--- config.mk ---
export PLATFORM = sky130hd
export DESIGN_NAME = sync_word_capture
export DESIGN_NICKNAME = d
export VERILOG_FILES = /design/src/rtl/sync_word_capture.sv
export SDC_FILE = /design/constraint.sdc
export NUM_CORES = 1
export LEC_CHECK = 0
export CORE_ASPECT_RATIO = 0.75
export CORE_MARGIN = 5
export CORE_UTILIZATION = 57
export CTS_CLUSTER_DIAMETER = 60
export DETAILED_ROUTE_END_ITERATION = 7
export HOLD_SLACK_MARGIN = 0.02
export PLACE_DENSITY_LB_ADDON = 0.05
export SLEW_MARGIN = 20
export SYNTH_ARGS = -nofsm -noshare
export SYNTH_HDL_FRONTEND = slang
export SYNTH_SLANG_ARGS = --single-unit
--- constraint.sdc ---
create_clock -name outclk -period 3.2 [get_ports outclk]
set_input_delay 0.32 -clock outclk [delete_from_list [all_inputs] [get_ports outclk]]
set_output_delay 0.32 -clock outclk [all_outputs]
set_load 0.02 [all_outputs]
--- src/rtl/sync_word_capture.sv ---
// rtl/sync_word_capture.sv - turns a synced strobe into a settled, double-sampled word pushed into a small FWFT FIFO
module sync_word_capture #(
  parameter int DATA_W        = 24,
  parameter int SETTLE_CYCLES = 2,
  parameter int FIFO_DEPTH    = 4,
  parameter int CNT_W         = 8
) (
  input  logic              outclk,
  input  logic              reset,
  input  logic              sync_strobe,
  input  logic [DATA_W-1:0] async_data,
  input  logic              out_ready,
  input  logic              clear_flags,
  output logic              out_valid,
  output logic [DATA_W-1:0] out_data,
  output logic              overflow,
  output logic              mismatch,
  output logic [CNT_W-1:0]  event_count,
  output logic              busy
);

  localparam int PW = $clog2(FIFO_DEPTH);
  localparam int CW = PW + 1;
  localparam int SW = $clog2(SETTLE_CYCLES + 1);

  typedef enum logic [2:0] {IDLE, SETTLE, SAMPLE_A, SAMPLE_B, CHECK} state_t;

  state_t            state, state_nxt;
  logic              strobe_d;
  logic              evt;
  logic [SW-1:0]     settle_cnt;
  logic [DATA_W-1:0] samp_a, samp_b;
  logic              settle_load, samp_a_en, samp_b_en, check_en;

  logic [DATA_W-1:0] mem [FIFO_DEPTH];
  logic [PW-1:0]     wr_ptr, rd_ptr;
  logic [CW-1:0]     count;
  logic              push_req, push_ok, pop;
  logic              overflow_set, mismatch_set;

  // strobe_d resets high so a strobe held through reset is not an edge
  assign evt = sync_strobe & ~strobe_d;

  always_ff @(posedge outclk or posedge reset) begin
    if (reset) state <= IDLE;
    else       state <= state_nxt;
  end

  always_comb begin
    state_nxt = state;
    case (state)
      IDLE:     if (evt) state_nxt = SETTLE;
      SETTLE:   if (settle_cnt == SW'(1)) state_nxt = SAMPLE_A;
      SAMPLE_A: state_nxt = SAMPLE_B;
      SAMPLE_B: state_nxt = CHECK;
      CHECK:    state_nxt = IDLE;
      default:  state_nxt = IDLE;
    endcase
  end

  always_comb begin
    busy        = (state != IDLE);
    settle_load = (state == IDLE) & evt;
    samp_a_en   = (state == SAMPLE_A);
    samp_b_en   = (state == SAMPLE_B);
    check_en    = (state == CHECK);
  end

  assign out_valid    = (count != '0);
  assign out_data     = out_valid ? mem[rd_ptr] : '0;
  assign pop          = out_valid & out_ready;
  assign push_req     = check_en & (samp_a == samp_b);
  // a full FIFO still takes the word when the head leaves in the same cycle
  assign push_ok      = push_req & ((count < CW'(FIFO_DEPTH)) | pop);
  assign overflow_set = (evt & busy) | (push_req & ~push_ok);
  assign mismatch_set = check_en & (samp_a != samp_b);

  always_ff @(posedge outclk or posedge reset) begin
    if (reset) begin
      strobe_d    <= 1'b1;
      event_count <= '0;
      settle_cnt  <= '0;
      samp_a      <= '0;
      samp_b      <= '0;
      overflow    <= 1'b0;
      mismatch    <= 1'b0;
      wr_ptr      <= '0;
      rd_ptr      <= '0;
      count       <= '0;
    end else begin
      strobe_d <= sync_strobe;
      if (evt) event_count <= event_count + 1'b1;
      if (settle_load)          settle_cnt <= SW'(SETTLE_CYCLES);
      else if (state == SETTLE) settle_cnt <= settle_cnt - 1'b1;
      if (samp_a_en) samp_a <= async_data;
      if (samp_b_en) samp_b <= async_data;
      overflow <= overflow_set | (overflow & ~clear_flags);
      mismatch <= mismatch_set | (mismatch & ~clear_flags);
      if (push_ok) wr_ptr <= wr_ptr + 1'b1;
      if (pop)     rd_ptr <= rd_ptr + 1'b1;
      case ({push_ok, pop})
        2'b10:   count <= count + 1'b1;
        2'b01:   count <= count - 1'b1;
        default: count <= count;
      endcase
    end
  end

  always_ff @(posedge outclk) begin
    if (push_ok) mem[wr_ptr] <= samp_a;
  end

endmodule

# Word level (Yosys, flattened, before mapping)
# Memories as Yosys holds them, arrays and structs flattened.
# Cells that the tools add are included.
[totals]
regBits = 71
mem_bits_rw = 96
out_inout_bits = 36
mem_count = 1
[memory_table]
columns = ["memory", "depth", "width", "read_ports", "rd_clocked_by_memory_dff", "write_ports", "line", "rtl"]
rows = [
  ["mem", 4, 24, 1, 0, 1, "35", "logic [DATA_W-1:0] mem [FIFO_DEPTH];"],
]
[classes]
n_addsub = 6
reduce_logical = 6
mux = 9
bitwise_logic = 17
n_lt_le_gt_ge = 1
n_eq_ne = 11
[ops]
columns = ["cell", "n"]
rows = [
  ["equality test 24 bit", 1],
  ["two-way mux 24 bit", 1],
  ["!= test 24 bit", 1],
  ["one-hot mux 3 bit (4 select lines)", 1],
  ["bitwise AND 1 bit", 10],
  ["adder 8 x 1 -> 8 bit (second input constant)", 1],
  ["equality test 3 x 2 -> 1 bit (second input constant)", 2],
  ["two-way mux 3 bit", 2],
  ["one-hot mux 3 bit (2 select lines)", 1],
  ["nonzero test 3 bit", 2],
  ["adder 2 x 1 -> 2 bit (second input constant)", 2],
  ["equality test 2 x 1 -> 1 bit (second input constant)", 2],
  ["two-way mux 2 bit", 2],
  ["!= test 2 bit (second input constant)", 2],
  ["OR 1 bit", 4],
  ["nonzero test 2 bit", 2],
  ["adder 3 x 1 -> 3 bit (second input constant)", 1],
  ["equality test 3 x 1 -> 1 bit (second input constant)", 1],
  ["equality test 3 bit (second input constant)", 1],
  ["zero test 3 bit", 1],
  ["less-than comparator 3 bit (second input constant)", 1],
  ["inverter 1 bit", 3],
  ["subtractor 3 x 1 -> 3 bit (second input constant)", 1],
  ["equality test 2 bit (second input constant)", 1],
  ["3 further kinds", 4],
]

# Logic depth before layout (Yosys ltp)
# Gate-level depths: netlist (run 1).
[depth]
depth_word = 8
mapped_depth = 11

# Worst setup path before layout (run 1)
# OpenSTA, ideal clock, no wires.
[synth_timing]
path_kind = "register to register"
startpoint = "reg samp_a[23]"
endpoint = "reg count[2]"
arrival_ps = 2265
path_stages_with_launch = 12
setup_slack_ps = 810
setup_ps = 125
required_time_ps = 3075
cell_sequence = "dfrtp_1 > xor2_1 > nor4_1 > nand4_1 > nor4_4 > inv_1 > ha_1 > inv_1 > fa_1 > xor2_1 > nor2_1 > xor2_1"
[synth_via]
elab_chain_len = 5
word_cells_on_any_way = 7
classes_between = "3 x eq/ne; 1 x mux; 2 x bitwise; 1 x reduce/logical"
[synth_rtl]
columns = ["item", "line", "rtl"]
rows = [
  ["start: declaration", "32", "logic [DATA_W-1:0] samp_a, samp_b;"],
  ["start signal: assignment", "95", "if (samp_a_en) samp_a <= async_data;"],
  ["equality test 24 bit (*)", "72", "assign push_req = check_en & (samp_a == samp_b);"],
  ["bitwise AND 1 bit (*)", "72", ""],
  ["bitwise AND 1 bit (*)", "74", "assign push_ok = push_req & ((count < CW'(FIFO_DEPTH)) | pop);"],
  ["equality test 2 x 1 -> 1 bit or equality test 2 bit (tied branches)", "101", "case ({push_ok, pop})"],
  ["one-hot mux 3 bit (2 select lines) or nonzero test 2 bit (tied branches)", "--", ""],
  ["end signal: assignment", "102", "2'b10: count <= count + 1'b1;"],
  ["end signal: assignment", "103", "2'b01: count <= count - 1'b1;"],
  ["end signal: assignment", "104", "default: count <= count;"],
  ["end: declaration", "37", "logic [CW-1:0] count;"],
]
# Every way passes the cells marked *; elsewhere a longest branch is shown, timed or not.
# A chain may end at the register's enable or synchronous reset.

# Final worst setup path (run 1)
[layout_timing]
startpoint = "reg samp_a[9]"
endpoint = "reg count[2]"
# The elaborated chain is that of the path after synthesis.

==> impl_metrics.toml, run 1 <==
[global_route]
overflow = 0
grt_max_degree = 44
antenna_found_initial = 1
grt_pass1_wl_mm = 21.0
grt_usage_pct = 19.8
first_global_vias = 3851

[timing]
finalCritPeriodShare_pct = 90.4
hold_viol_final = 0
setup_viol = 0
finalCriticalPeriod_ns = 2.89
fmax_ghz = 0.346
max_slew_margin_pct = 46.3
timing.setup.tns_ns = 0
rsz0062_at_grt = "false"
tightest_slew_ns = 0.806
drv_slew = 0
skew_ns = 0.0102

[worst_setup_path]
regToRegSetupSlack_ns = 0.31
cp-start-kind = "flip-flop"
worstSetupEndpointType = "flip-flop"
worstPathMaxFanout = 7
criticalPathCategory = "flip-flop to flip-flop"
arrival_ns = 3.18
worstPathRequired_ns = 3.49

[power_and_ir_drop]
power_density_nw_per_um2 = 961
ir_drop_uv = 570
leakagePower_nw = 3.22
p_total_mw = 7.93

[yosys]
yosys.area_share.adder_pct = 1.59
synth_top_family_by_area = "multiplexers"
ys.flop_type = "edfxtp_1"
synth-edff-count = 96
synth_cells = 435
ys_warn_count = 0
synth_largest_area_cell = "edfxtp_1"
syn_nets = 472
synth-seq-cells = 167
synth_cell_type_count = 36
synth_top_area_share_pct = 42.5
syn_avg_cell_area_um2 = 15.6
syn_area_um2 = 6780
yosysSeqAreaShare_pct = 68.8
synthArstFlopShare_pct = 42.5
synth_compound_area_share_pct = 0.905
synth_xor_area_share_pct = 4.78
synth.area.mux_share_pct = 12.6
synth_area_leaders = "edfxtp_1 (43%), dfrtp_1 (26%), mux4_2 (8.0%)"
synth_simple_gate_area_share_pct = 9.60

[clock_network]
clockBufferDepth = 2
cts_setup_buffers = 0
hold_buffers = 0
clk-insertion-delay-late_ns = 0.41
h-tree-depth = 4
cts_root_buffer = "clkbuf_16"
numCtsBuffers = 17
clk_pin_slew_ns = 0.07
cts_sinks = 167
ctsResizeCount = 0
tritoncts = "built"

[route]
vias_per_cell = 5.38
dr.pass1.iters = 4
vias = 3682
drt_wl_total_mm = 13.1
ant_nets = 0
wl_per_cell_um = 19.1
dr.first_iter.drc_count = 250
drc = 0

[floorplan]
die_area_um2 = 14200
die_y_um = 104
coreArea_um2 = 11600
initial_utilization_pct = 58.3
fp.dieW_um = 136
row_count = 34
pin_count = 65

[placed_design]
dp_cells = 652
postPlaceCellArea_um2 = 7690
io_buffers = 64
place_congestion = 0.743
dp_hpwl_mm = 8.18

[final_layout]
area_delta_synth_final_pct = 21.8
fill_cells = 772
multi_input_area_um2 = 2010
final_net_count = 546
final_util_pct = 71.1
seq_area_um2 = 4660
finalNonFillerCells = 684
drive_above_1_share_pct = 19.2
fin_area_um2 = 8250
diodes = 0

[status]
status = "finished clean"

[worst_hold_path]
min_path_type = "primary input to async pin"

[job]
maxCapViolCount = 0
per-layer routing:
metal | up-vias | part of all wire [%] | GRT usage, % | wire (µm)
li1 | 1694 | - | - | -
met1 | 1904 | 47 | 28.0 | 6110
met2 | 77 | 48 | 31.1 | 6330
met3 | 7 | 4.3 | 5.61 | 557
met4 | 0 | 0.54 | 4.17 | 70
met5 | - | 0 | 0 | 0
cell families (layout without fill, tap and decap cells):
group           after synthesis  in the layout
simple gates                134            134
mux                          52             52
compound gates                8              8
buf+inv                      29            116
flops                       167            167
xor+xnor                     37             37
fa+ha+maj                     8              8
metrics by stage:
| step | setup WS (ns) | hold WS (ns) |
|---|---|---|
| detailed placement | 0.335 | 0.482 |
| global route | 0.0917 | 0.316 |
| CTS | 0.306 | 0.323 |
| global placement | 0.451 | 0.460 |
| finish | 0.309 | 0.311 |
| floorplan | 0.810 | 0.324 |
worst max-delay path, cell delays in order (launching register included):
cell and delay (ns):
dfrtp_1 0.44, xor2_1 0.17, nor4_1 0.43, nand4_1 0.28
nor4_4 0.53, inv_1 0.09, ha_1 0.23, inv_1 0.07
fa_1 0.17, xor2_1 0.15, nor2_1 0.06, xor2_1 0.14
layout make-up:
cell class                 count  share of cell area [%]
clock inverter                15                    1.71
inverter                      10                   0.455
tap                          162                    2.46
multi-input combinational    239                    24.3
timing repair buffer          74                    9.43
sequential                   167                    56.5
clock buffer                  17                    5.15
cell usage after synthesis (all sizes together), types with 2 or more instances:
master and instances:
edfxtp 96, nand2 79, dfrtp 70, xor2 30
and2 29, mux2 26, mux4 24, clkbuf 14
inv 10, ha 7, nor2 7, nor4 7
xnor2 7, buf 5, nand4 3, mux2i 2
nand3b 2, nor2b 2, or3 2
placed cells by master (no fill, tap or decap), types with 2 or more instances in the layout:
| cell | instances |
|---|---|
| and2_1 | 25 |
| and2_2 | 4 |
| buf_12 | 5 |
| buf_4 | 5 |
| clkbuf_16 | 17 |
| clkdlybuf4s50_1 | 64 |
| clkinv_2 | 2 |
| clkinv_4 | 4 |
| dfrtp_1 | 70 |
| edfxtp_1 | 96 |
| ha_1 | 7 |
| inv_1 | 8 |
| inv_2 | 2 |
| inv_6 | 5 |
| mux2_2 | 25 |
| mux2i_1 | 2 |
| mux4_2 | 24 |
| nand2_1 | 79 |
| nand3b_1 | 2 |
| nand4_1 | 3 |
| nor2_1 | 7 |
| nor2b_1 | 2 |
| nor4_1 | 6 |
| or3_1 | 2 |
| xnor2_1 | 7 |
| xor2_1 | 30 |
worst paths after layout:
| kind | cells past startpoint | from | end |
|---|---|---|---|
| max in group asynchronous | 3 | reset | samp_b[20] |
| min in group outclk | 1 | sync_strobe | strobe_d |
| worst min-delay path | 2 | reset | samp_a[6] |
| worst max-delay path | 11 | samp_a[9] | count[2] |
| worst max register to register | 11 | samp_a[9] | count[2] |
| worst min register to register | 1 | settle_cnt[0] | settle_cnt[0] |
where the power goes:
| group | leakage (nW) | total [mW] | internal (mW) | switching (mW) |
|---|---|---|---|---|
| Combinational | 1.20 | 2.63 | 1.35 | 1.28 |
| Sequential | 1.74 | 3.35 | 2.88 | 0.476 |
| Clock | 0.278 | 1.95 | 1.09 | 0.860 |
flip-flops by register name, summed over array words and instances (netlist names):
| signal | count |
|---|---|
| mem | 96 |
| samp_a | 24 |
| samp_b | 24 |
| event_count | 8 |
| count | 3 |
| state | 3 |
| rd_ptr | 2 |
| settle_cnt | 2 |
| wr_ptr | 2 |
| mismatch | 1 |
| overflow | 1 |
| strobe_d | 1 |
Note: power is estimated with default switching activity, not from simulation.
==> run 2, diff against run 1 <==
--- a/config.mk
+++ b/config.mk
@@ -10,6 +10,7 @@
 export CORE_UTILIZATION = 57
 export CTS_CLUSTER_DIAMETER = 60
 export DETAILED_ROUTE_END_ITERATION = 7
+export GPL_ROUTABILITY_DRIVEN = 0
 export HOLD_SLACK_MARGIN = 0.02
 export PLACE_DENSITY_LB_ADDON = 0.05
 export SLEW_MARGIN = 20
==> constraint.sdc (replaced) <==
create_clock -name outclk -period 2.7 [get_ports outclk]
set_input_delay 0.27 -clock outclk [delete_from_list [all_inputs] [get_ports outclk]]
set_output_delay 0.27 -clock outclk [all_outputs]
set_load 0.02 [all_outputs]
==> impl_metrics.toml, run 2 (synthesis gave the netlist of run 1 again) <==
[timing]
rsz0062_at_grt = "true"
max_slew_margin_pct = 65.0
hold_viol_final = 0
timing.setup.tns_ns = 0
setup_viol = 0
fmax_ghz = 0.381
drv_slew = 0
setup_slack_ns = 0.0730
finalCritPeriodShare_pct = 97.3
tightest_slew_ns = 0.524
skew_ns = 0.0114
finalCriticalPeriod_ns = 2.63

[global_route]
grt_max_degree = 72
grt_usage_pct = 20.9
overflow = 0
antenna_found_initial = 1
first_global_vias = 4070
grt_pass1_wl_mm = 21.9

[power_and_ir_drop]
p_total_mw = 9.61
leakagePower_nw = 3.27
ir_drop_uv = 772
power_density_nw_per_um2 = 1150

[worst_setup_path]
worstSetupEndpointType = "primary output"
criticalPathCategory = "flip-flop to primary output"
reg2reg_from = "samp_a[9]"
slowest_stage = "mux4_2"
r2r_cells = 11
reg2reg_to = "count[2]"
slowest_delay_ns = 0.58
cp-start-kind = "flip-flop"
worstPathRequired_ns = 2.43
worstPathMaxFanout = 13
path_cells = "buf_12 > mux4_2 > and2_1 > clkdlybuf4s50_1"
arrival_ns = 2.36
regToRegSetupSlack_ns = 0.15

[floorplan]
die_y_um = 104
initial_utilization_pct = 58.3
row_count = 34
fp.dieW_um = 136
coreArea_um2 = 11600
pin_count = 65
die_area_um2 = 14200

[clock_network]
h-tree-depth = 4
cts_sinks = 167
clk-insertion-delay-late_ns = 0.42
clockBufferDepth = 2
numCtsBuffers = 17
tritoncts = "built"
hold_buffers = 0
cts_root_buffer = "clkbuf_16"
clk_pin_slew_ns = 0.06
cts_setup_buffers = 0

[placed_design]
dp_cells = 660
io_buffers = 64
dp_hpwl_mm = 8.86
place_ws_ns = 0.0495

[route]
wl_per_cell_um = 19.8
ant_nets = 0
drc = 0
vias_per_cell = 5.42
vias = 3758
dr.first_iter.drc_count = 258
drt_wl_total_mm = 13.7
dr.pass1.iters = 4

[final_layout]
area_delta_synth_final_pct = 23.7
finalNonFillerCells = 693
largest-register = "mem"
reg_top3 = "mem (96), samp_a (24), samp_b (24)"
final_net_count = 555
drive_above_1_share_pct = 21.1
final_util_pct = 72.2
diodes = 0
fill_cells = 765
largest_reg_flops = 96
mostFrequentLayoutCell = "edfxtp_1"
layout_common_cells = "edfxtp_1 (96), nand2_1 (79), dfrtp_1 (69)"

[status]
status = "finished clean"

[worst_hold_path]
min_path_type = "primary input to async pin"

[job]
maxCapViolCount = 0
-- run 2: cell count changes in the layout (fill, tap and decap cells not counted), sizes merged --
cell      delta
buf          +8
bufinv       +1
clkbuf       +3
clkinv       -3
clkinvlp     +2
inv          -2
-- run 2: worst max-delay path: cells and delay by family, from the launching register on --
family,cells,cell delay (ns)
simple gates,1,0.20
mux,1,0.58
flops,1,0.43
buf+inv,2,0.72
-- run 2: through the flow --
stage	hold WS [ns]	area, µm²
floorplan	0.274	6780
global placement	0.459	7760
detailed placement	0.466	7760
CTS	0.257	8350
global route	0.277	8380
finish	0.255	8380
-- run 2: final cells by class --
cell class | instances | area (µm²) | area share (%)
sequential | 167 | 4660 | 55.6
multi-input combinational | 239 | 2020 | 24.1
timing repair buffer | 83 | 876 | 10.4
clock buffer | 19 | 433 | 5.16
tap | 162 | 203 | 2.42
clock inverter | 13 | 149 | 1.78
inverter | 10 | 37.5 | 0.448
-- run 2: worst max-delay path by stage --
stage / from / depth (start not counted) / slack (ns) / end
final: rd_ptr[0] / 4 / 0.07 / out_data[2]
after global routing: rd_ptr[0] / 4 / 0.004 / out_data[2]
after CTS: rd_ptr[0] / 4 / 0.02 / out_data[2]
after detailed placement: samp_a[9] / 11 / 0.05 / count[2]
after global placement: samp_a[9] / 11 / 0.13 / count[2]
after floorplan: samp_a[23] / 11 / 0.31 / count[2]
-- run 2: timing repair --
action,4_1_cts,5_1_grt
cloned,0,1
gates resized for setup,1,3
setup endpoints to repair,1,4
endpoints found under the hold margin,0,0
pin swaps,0,1
-- run 2: metal layers --
layer / vias up / wire, µm / global-route usage (%)
li1: 1716 / - / -
met1: 1919 / 6130 / 29.2
met2: 113 / 6720 / 32.8
met3: 10 / 763 / 5.13
met4: 0 / 88 / 6.04
met5: - / 0 / 0
-- run 2: power breakdown --
group / total, mW / internal (mW) / switching, mW / leakage (nW)
logic: 3.26 / 1.68 / 1.58 / 1.26
clock network: 2.35 / 1.38 / 0.976 / 0.275
registers: 4.00 / 3.41 / 0.587 / 1.74
total: 9.61 / 6.47 / 3.15 / 3.27
